File: src/rtl/pwm_ciclo_multicanal_if.sv
// Command/status bundle of the multi-channel PWM generator: duty up/down requests
// and channel select in, PWM outputs and the selected channel's shadow duty out.
interface pwm_ciclo_multicanal_if #(
    parameter int WIDTH    = 4,
    parameter int CHANNELS = 4,
    parameter int SEL_W    = 2
);
    logic                up;
    logic                down;
    logic                chip_select;
    logic [SEL_W-1:0]    sel;
    logic [CHANNELS-1:0] signal_out;
    logic [WIDTH-1:0]    ciclo_actual;
    logic                period_start;

    modport master (
        output up, down, chip_select, sel,
        input  signal_out, ciclo_actual, period_start
    );

    modport slave (
        input  up, down, chip_select, sel,
        output signal_out, ciclo_actual, period_start
    );
endinterface

File: src/rtl/pwm_ciclo_multicanal.sv
// Multi-channel PWM with a shared prescaled reference counter; per-channel duties
// are adjusted by edge-detected up/down commands into shadow registers.
module pwm_ciclo_multicanal #(
    parameter int WIDTH     = 4,
    parameter int CHANNELS  = 4,
    parameter int SEL_W     = 2,
    parameter int PRESCALE  = 100,
    parameter int STEP      = 1,
    parameter int DUTY_INIT = 8
) (
    input logic                   clk_100MHz,
    input logic                   rst,
    pwm_ciclo_multicanal_if.slave bus
);
    localparam int              PS_W     = (PRESCALE > 1) ? $clog2(PRESCALE) : 1;
    localparam logic [WIDTH-1:0] DUTY_MAX = '1;
    localparam logic [WIDTH-1:0] DUTY_RST = WIDTH'(DUTY_INIT);
    localparam logic [WIDTH:0]   STEP_W   = (WIDTH+1)'(STEP);

    typedef enum logic [1:0] {CMD_NONE, CMD_UP, CMD_DOWN} cmd_e;

    logic [PS_W-1:0]  ps_cnt;
    logic [WIDTH-1:0] ref_cnt;
    logic [WIDTH-1:0] shadow [CHANNELS];
    logic [WIDTH-1:0] active [CHANNELS];
    logic             up_q;
    logic             down_q;
    logic             tick;
    logic             boundary;
    logic             sel_valid;
    cmd_e             cmd;
    logic [WIDTH-1:0] sel_duty;
    logic [WIDTH-1:0] next_duty;
    logic [WIDTH:0]   sum;

    assign tick      = (ps_cnt == PS_W'(PRESCALE - 1));
    assign boundary  = tick && (ref_cnt == DUTY_MAX);
    assign sel_valid = (32'(bus.sel) < CHANNELS);

    always_comb begin
        // NOTE: every always_comb output gets a default first, so no path can infer a latch.
        sel_duty = '0;
        for (int i = 0; i < CHANNELS; i++) begin
            if (bus.sel == SEL_W'(i)) sel_duty = shadow[i];
        end
    end

    // Simultaneous up and down rises cancel each other.
    always_comb begin
        cmd = CMD_NONE;
        if (bus.chip_select && sel_valid) begin
            case ({bus.up & ~up_q, bus.down & ~down_q})
                2'b10:   cmd = CMD_UP;
                2'b01:   cmd = CMD_DOWN;
                default: cmd = CMD_NONE;
            endcase
        end
    end

    always_comb begin
        sum       = {1'b0, sel_duty} + STEP_W;
        next_duty = sel_duty;
        case (cmd)
            CMD_UP:   next_duty = (sum > {1'b0, DUTY_MAX}) ? DUTY_MAX : sum[WIDTH-1:0];
            CMD_DOWN: next_duty = ({1'b0, sel_duty} < STEP_W) ? '0 : sel_duty - STEP_W[WIDTH-1:0];
            default:  next_duty = sel_duty;
        endcase
    end

    always_ff @(posedge clk_100MHz or posedge rst) begin
        if (rst) begin
            ps_cnt  <= '0;
            ref_cnt <= '0;
            // Held-high buttons must not look like a fresh press once reset lifts.
            up_q    <= 1'b1;
            down_q  <= 1'b1;
            // NOTE: the duty arrays are state with a defined power-up value, so they are reset like any flop.
            for (int i = 0; i < CHANNELS; i++) begin
                shadow[i] <= DUTY_RST;
                active[i] <= DUTY_RST;
            end
            bus.signal_out   <= '0;
            bus.ciclo_actual <= DUTY_RST;
            bus.period_start <= 1'b0;
        end else begin
            // NOTE: non-blocking updates mean active[] takes the pre-edge shadow, so a write on the boundary edge waits one period.
            ps_cnt <= tick ? '0 : ps_cnt + 1'b1;
            if (tick) ref_cnt <= ref_cnt + 1'b1;
            up_q   <= bus.up;
            down_q <= bus.down;
            for (int i = 0; i < CHANNELS; i++) begin
                if (cmd != CMD_NONE && bus.sel == SEL_W'(i)) shadow[i] <= next_duty;
                if (boundary) active[i] <= shadow[i];
                bus.signal_out[i] <= (ref_cnt < active[i]);
            end
            bus.ciclo_actual <= sel_valid ? sel_duty : '0;
            bus.period_start <= boundary;
        end
    end
endmodule

File: src/flat_wrapper.sv
// flat-port wrapper written by rule: the top's interface ports become plain ports
module pwm_ciclo_multicanal_flat 
#(
    parameter int WIDTH     = 4,
    parameter int CHANNELS  = 4,
    parameter int SEL_W     = 2,
    parameter int PRESCALE  = 100,
    parameter int STEP      = 1,
    parameter int DUTY_INIT = 8
)
  (clk_100MHz, rst, bus_up, bus_down, bus_chip_select, bus_sel, bus_signal_out, bus_ciclo_actual, bus_period_start);
  pwm_ciclo_multicanal_if #(.WIDTH(WIDTH), .CHANNELS(CHANNELS), .SEL_W(SEL_W)) bus_i ();
  input logic clk_100MHz;
  input logic rst;
  input wire logic [$bits(bus_i.up)-1:0] bus_up;
  input wire logic [$bits(bus_i.down)-1:0] bus_down;
  input wire logic [$bits(bus_i.chip_select)-1:0] bus_chip_select;
  input wire logic [$bits(bus_i.sel)-1:0] bus_sel;
  output wire logic [$bits(bus_i.signal_out)-1:0] bus_signal_out;
  output wire logic [$bits(bus_i.ciclo_actual)-1:0] bus_ciclo_actual;
  output wire logic [$bits(bus_i.period_start)-1:0] bus_period_start;
  assign bus_i.up = bus_up;
  assign bus_i.down = bus_down;
  assign bus_i.chip_select = bus_chip_select;
  assign bus_i.sel = bus_sel;
  assign bus_signal_out = bus_i.signal_out;
  assign bus_ciclo_actual = bus_i.ciclo_actual;
  assign bus_period_start = bus_i.period_start;
  pwm_ciclo_multicanal #(.WIDTH(WIDTH), .CHANNELS(CHANNELS), .SEL_W(SEL_W), .PRESCALE(PRESCALE), .STEP(STEP), .DUTY_INIT(DUTY_INIT)) u_core (.clk_100MHz(clk_100MHz), .rst(rst), .bus(bus_i));
endmodule
File: config.mk
export PLATFORM = sky130hd
export DESIGN_NAME = pwm_ciclo_multicanal_flat
export DESIGN_NICKNAME = d
export VERILOG_FILES = /design/src/rtl/pwm_ciclo_multicanal_if.sv /design/src/rtl/pwm_ciclo_multicanal.sv /design/src/flat_wrapper.sv
export SDC_FILE = /design/constraint.sdc
export NUM_CORES = 1
export LEC_CHECK = 0
export ABC_AREA = 1
export BUFFER_PORTS_ARGS = -buffer_cell sky130_fd_sc_hd__buf_2
export CAP_MARGIN = 20
export CORE_MARGIN = 5
export CORE_UTILIZATION = 53
export CTS_CLUSTER_DIAMETER = 50
export DETAILED_ROUTE_END_ITERATION = 10
export HOLD_SLACK_MARGIN = 0.08
export PLACE_DENSITY = 0.71
export SLEW_MARGIN = 20
export SYNTH_ARGS = -nofsm -noshare
export SYNTH_HDL_FRONTEND = slang
export SYNTH_SLANG_ARGS = --single-unit
File: constraint.sdc
create_clock -name clk_100MHz -period 2.3 [get_ports clk_100MHz]
set_clock_uncertainty 0.15 [all_clocks]
set_input_delay 0.23 -clock clk_100MHz [delete_from_list [all_inputs] [get_ports clk_100MHz]]
set_output_delay 0.23 -clock clk_100MHz [all_outputs]
set_load 0.03 [all_outputs]
==> key figures <==
Detailed routing
  • Initial drt markers: 103
  • Final ANT Viol Nets: 0
  • Via count: 2149
  • Drt drc: 0
  • Final wirelength: 5500 um
  • Drt via density: 5.01
  • TritonRoute pass-1 iters: 4
  • Drt wl/cell: 12.8 um

Critical path
  • Slowest cell on the critical path: dfrtp_1
  • CP Cell Sequence: or2_4, nand2_1, nand2_2, ha_1, nand3b_1, nand3_1, nand2_1, nand2_1, nand2_1, nand2_1, nand2_2, nand3_1, nand2_1
  • Arrival @ worst endpoint: 2.19 ns
  • Worst path top cell family by delay: simple AND/OR/NAND/NOR gates
  • Largest stage delay on the critical path: 0.42 ns
  • CP Max Fanout: 4
  • Most used cell, CP: nand2_1
  • Buf+Inv Stages, Crit Path: 0
  • Worst EP required: 2.36 ns
  • Endpoint class of the critical path: register
  • Flop-to-flop setup slack: 0.17 ns
  • Kind of critical path: register to register
  • Startpoint Class: register

CTS
  • Clk slew on worst S/H paths: 0.10 ns
  • CTS buffer count: 5
  • CTS tree: yes
  • CTS H-Tree Depth: 2
  • Clk root buf: clkbuf_8
  • Max clock buf depth: 2
  • Later-pin clock latency in the skew report: 0.31 ns
  • Num Clock Sinks: 54

Pwr
  • Power share of the clock group: 0.287
  • Maximum vdd drop: 339 uV
  • Reg power frac: 0.508
  • Gate power share: 0.206
  • NetSw: 715 uW
  • Sw Share: 0.314
  • Int Power: 1560 uW
  • Pleak: 0.00162 uW
  • Power Dens Cells: 697 nW/um^2

Synth
  • Synth Net Count: 358
  • Ranking of synthesized cells by area: dfrtp_1 (37%), nand2_1 (10%), dfstp_2 (9.8%)
  • Yosys top cell by area: dfrtp_1
  • Gate Count Post-Synth: 331
  • Ys Warns: 0
  • Synth cell types: 31
  • Top cell type's share of synthesized area: 0.366
  • Post-Syn Area: 2940 sq um
  • FF+latch count, synth: 54
  • Avg Inst Size Synth: 8.89 sq um
  • Post-synthesis sequential area ratio: 0.464

STA
  • Setup repair after global routing missed its margin: no
  • Final worst slack: 0.168 ns
  • Slew @ Worst Pin: 0.666 ns
  • Final Critical Period: 2.13 ns
  • Setup total negative slack: 0 ns
  • Hold_ws: 0.258 ns
  • Slew HR: 0.556
  • Final setup fails: 0
  • Hold Vio Cnt, Final: 0
  • Final critical-path share of the clock period: 0.927
  • Highest Clock Rate: 469 MHz
  • Max Slew Vio Count: 0

Worst hold path
  • Hold Crit Class: input pin to register

Global routing
  • Gr ovfl total: 0
  • Initial antenna violation count: 0
  • GRT Util Overall: 0.172
  • First-pass GRT wire length: 10000 um
  • Largest net degree at the start of global routing: 55
  • Vias in the first global route: 2163

Floorplanning
  • Initial core utilization: 0.541
  • Row cnt: 27
  • I/O Pins: 16
  • Die area: 7140 sq um
  • Die height: 84.5 um
  • Chip Width: 84.5 um
  • Core ar.: 5440 sq um

Placement
  • Pre-CTS setup slack: 0.0379 ns
  • Hpwl dp: 3990 um
  • Routability cong.: 0.904
  • I/O Buffers: 15

Finish
  • Fill count: 494
  • P&R area growth vs syn: 10.9%
  • Nets: 383
  • Diodes inserted: 0
  • Ratio of cells with drive above 1 in the final layout: 0.241

Run
  • Max-cap violations: 0

Outcome
  • Run status: finished clean
[power groups by stage]
stage / clock network, uW / logic [uW] / registers, uW
floorplan: 0 / 308 / 1170
global placement: 0 / 438 / 1170
detailed placement: 0 / 447 / 1170
CTS: 671 / 453 / 1150
global route: 717 / 526 / 1160
finish: 652 / 468 / 1150
[cells in the mapped netlist, drive strengths merged]
cell type and count:
nor2 17, a21oi 8, a21boi 1, buf 5
nand4 4, xor2 4, a21o 4, mux2 1
nand2 89, or2 1, o21ai 33, dfrtp 43
inv 58, nand3 23, nand3b 1, dfstp 11
nor3 8, ha 20
[worst min-delay path, cell delays in order]
cell	delay, ns
buf_2	0.18
nand3_1	0.11
nand4_2	0.15
[area by class of cell]
class | instances | area (sq um) | area share
clock buffer | 5 | 68.8 | 0.0211
clock inverter | 3 | 43.8 | 0.0134
inverter | 58 | 220 | 0.0675
multi-input combinational | 214 | 1320 | 0.405
sequential | 54 | 1370 | 0.418
tap | 72 | 90.1 | 0.0276
timing repair buffer | 23 | 155 | 0.0475
[placed cells by master, fill, tap and decap left out, drive strengths merged, types with 3 or more instances in the layout]
| master | synthesis | routed |
|---|---|---|
| nand2 | 89 | 89 |
| inv | 58 | 59 |
| dfrtp | 43 | 43 |
| o21ai | 33 | 33 |
| nand3 | 23 | 23 |
| ha | 20 | 20 |
| buf | 5 | 20 |
| nor2 | 17 | 17 |
| dfstp | 11 | 11 |
| a21oi | 8 | 8 |
| nor3 | 8 | 8 |
| clkbuf | 0 | 5 |
| xor2 | 4 | 4 |
| a21o | 4 | 4 |
| nand4 | 4 | 4 |
| dlygate4sd3 | 0 | 3 |
[stage by stage]
stage          utilization  cells  power [uW]  area (sq um)
3_3_place_gp         0.570    417        1610          3100
3_5_place_dp         0.570    417        1620          3100
2_1_floorplan            -    331        1480          2940
6_report             0.600    429        2270          3260
4_1_cts              0.596    428        2280          3240
5_1_grt              0.600    429        2410          3260
[registers in the layout (all words and copies together), names as in the netlist]
signal,flops
u_core.active,16
u_core.shadow,16
u_core.ps_cnt,7
u_core.bus.ciclo_actual,4
u_core.bus.signal_out,4
u_core.ref_cnt,4
u_core.bus.period_start,1
u_core.down_q,1
u_core.up_q,1
[routing by layer]
layer  vias up  GRT usage  wire length (um)
li1       1094          -                 -
met1      1016      0.236              2610
met2        34      0.283              2640
met3         5     0.0353               194
met4         0     0.0374                48
met5         -          0                 0
[path summary, 6_finish.rpt]
check / startpoint / endpoint / cells past startpoint
setup reg to reg: u_core.shadow[5] / u_core.shadow[1] / 13
setup / recovery: u_core.shadow[5] / u_core.shadow[1] / 13
hold reg to reg: u_core.ps_cnt[0] / u_core.ps_cnt[0] / 1
min in group asynchronous: rst / u_core.ps_cnt[0] / 4
max in group asynchronous: rst / u_core.bus.signal_out[3] / 4
hold / removal: bus_sel[0] / u_core.bus.ciclo_actual[0] / 3
[cells by family (layout without fill, tap and decap cells)]
kind of cell    count (synthesis)  in the layout  synth area share
compound gates                 46             46             0.107
xor+xnor                        4              4            0.0119
fa+ha+maj                      20             20            0.0850
buf+inv                        63             89            0.0927
flops                          54             54             0.464
mux                             1              1           0.00383
simple gates                  143            143             0.236
[timing repair]
item / CTS / global route
gates resized for setup: 0 / 4
buffers inserted: 0 / 1
setup endpoints to repair: 0 / 10
hold buffers: 3 / 0
hold endpoints to repair: 45 / 0
(Power assumes the default switching activity.)
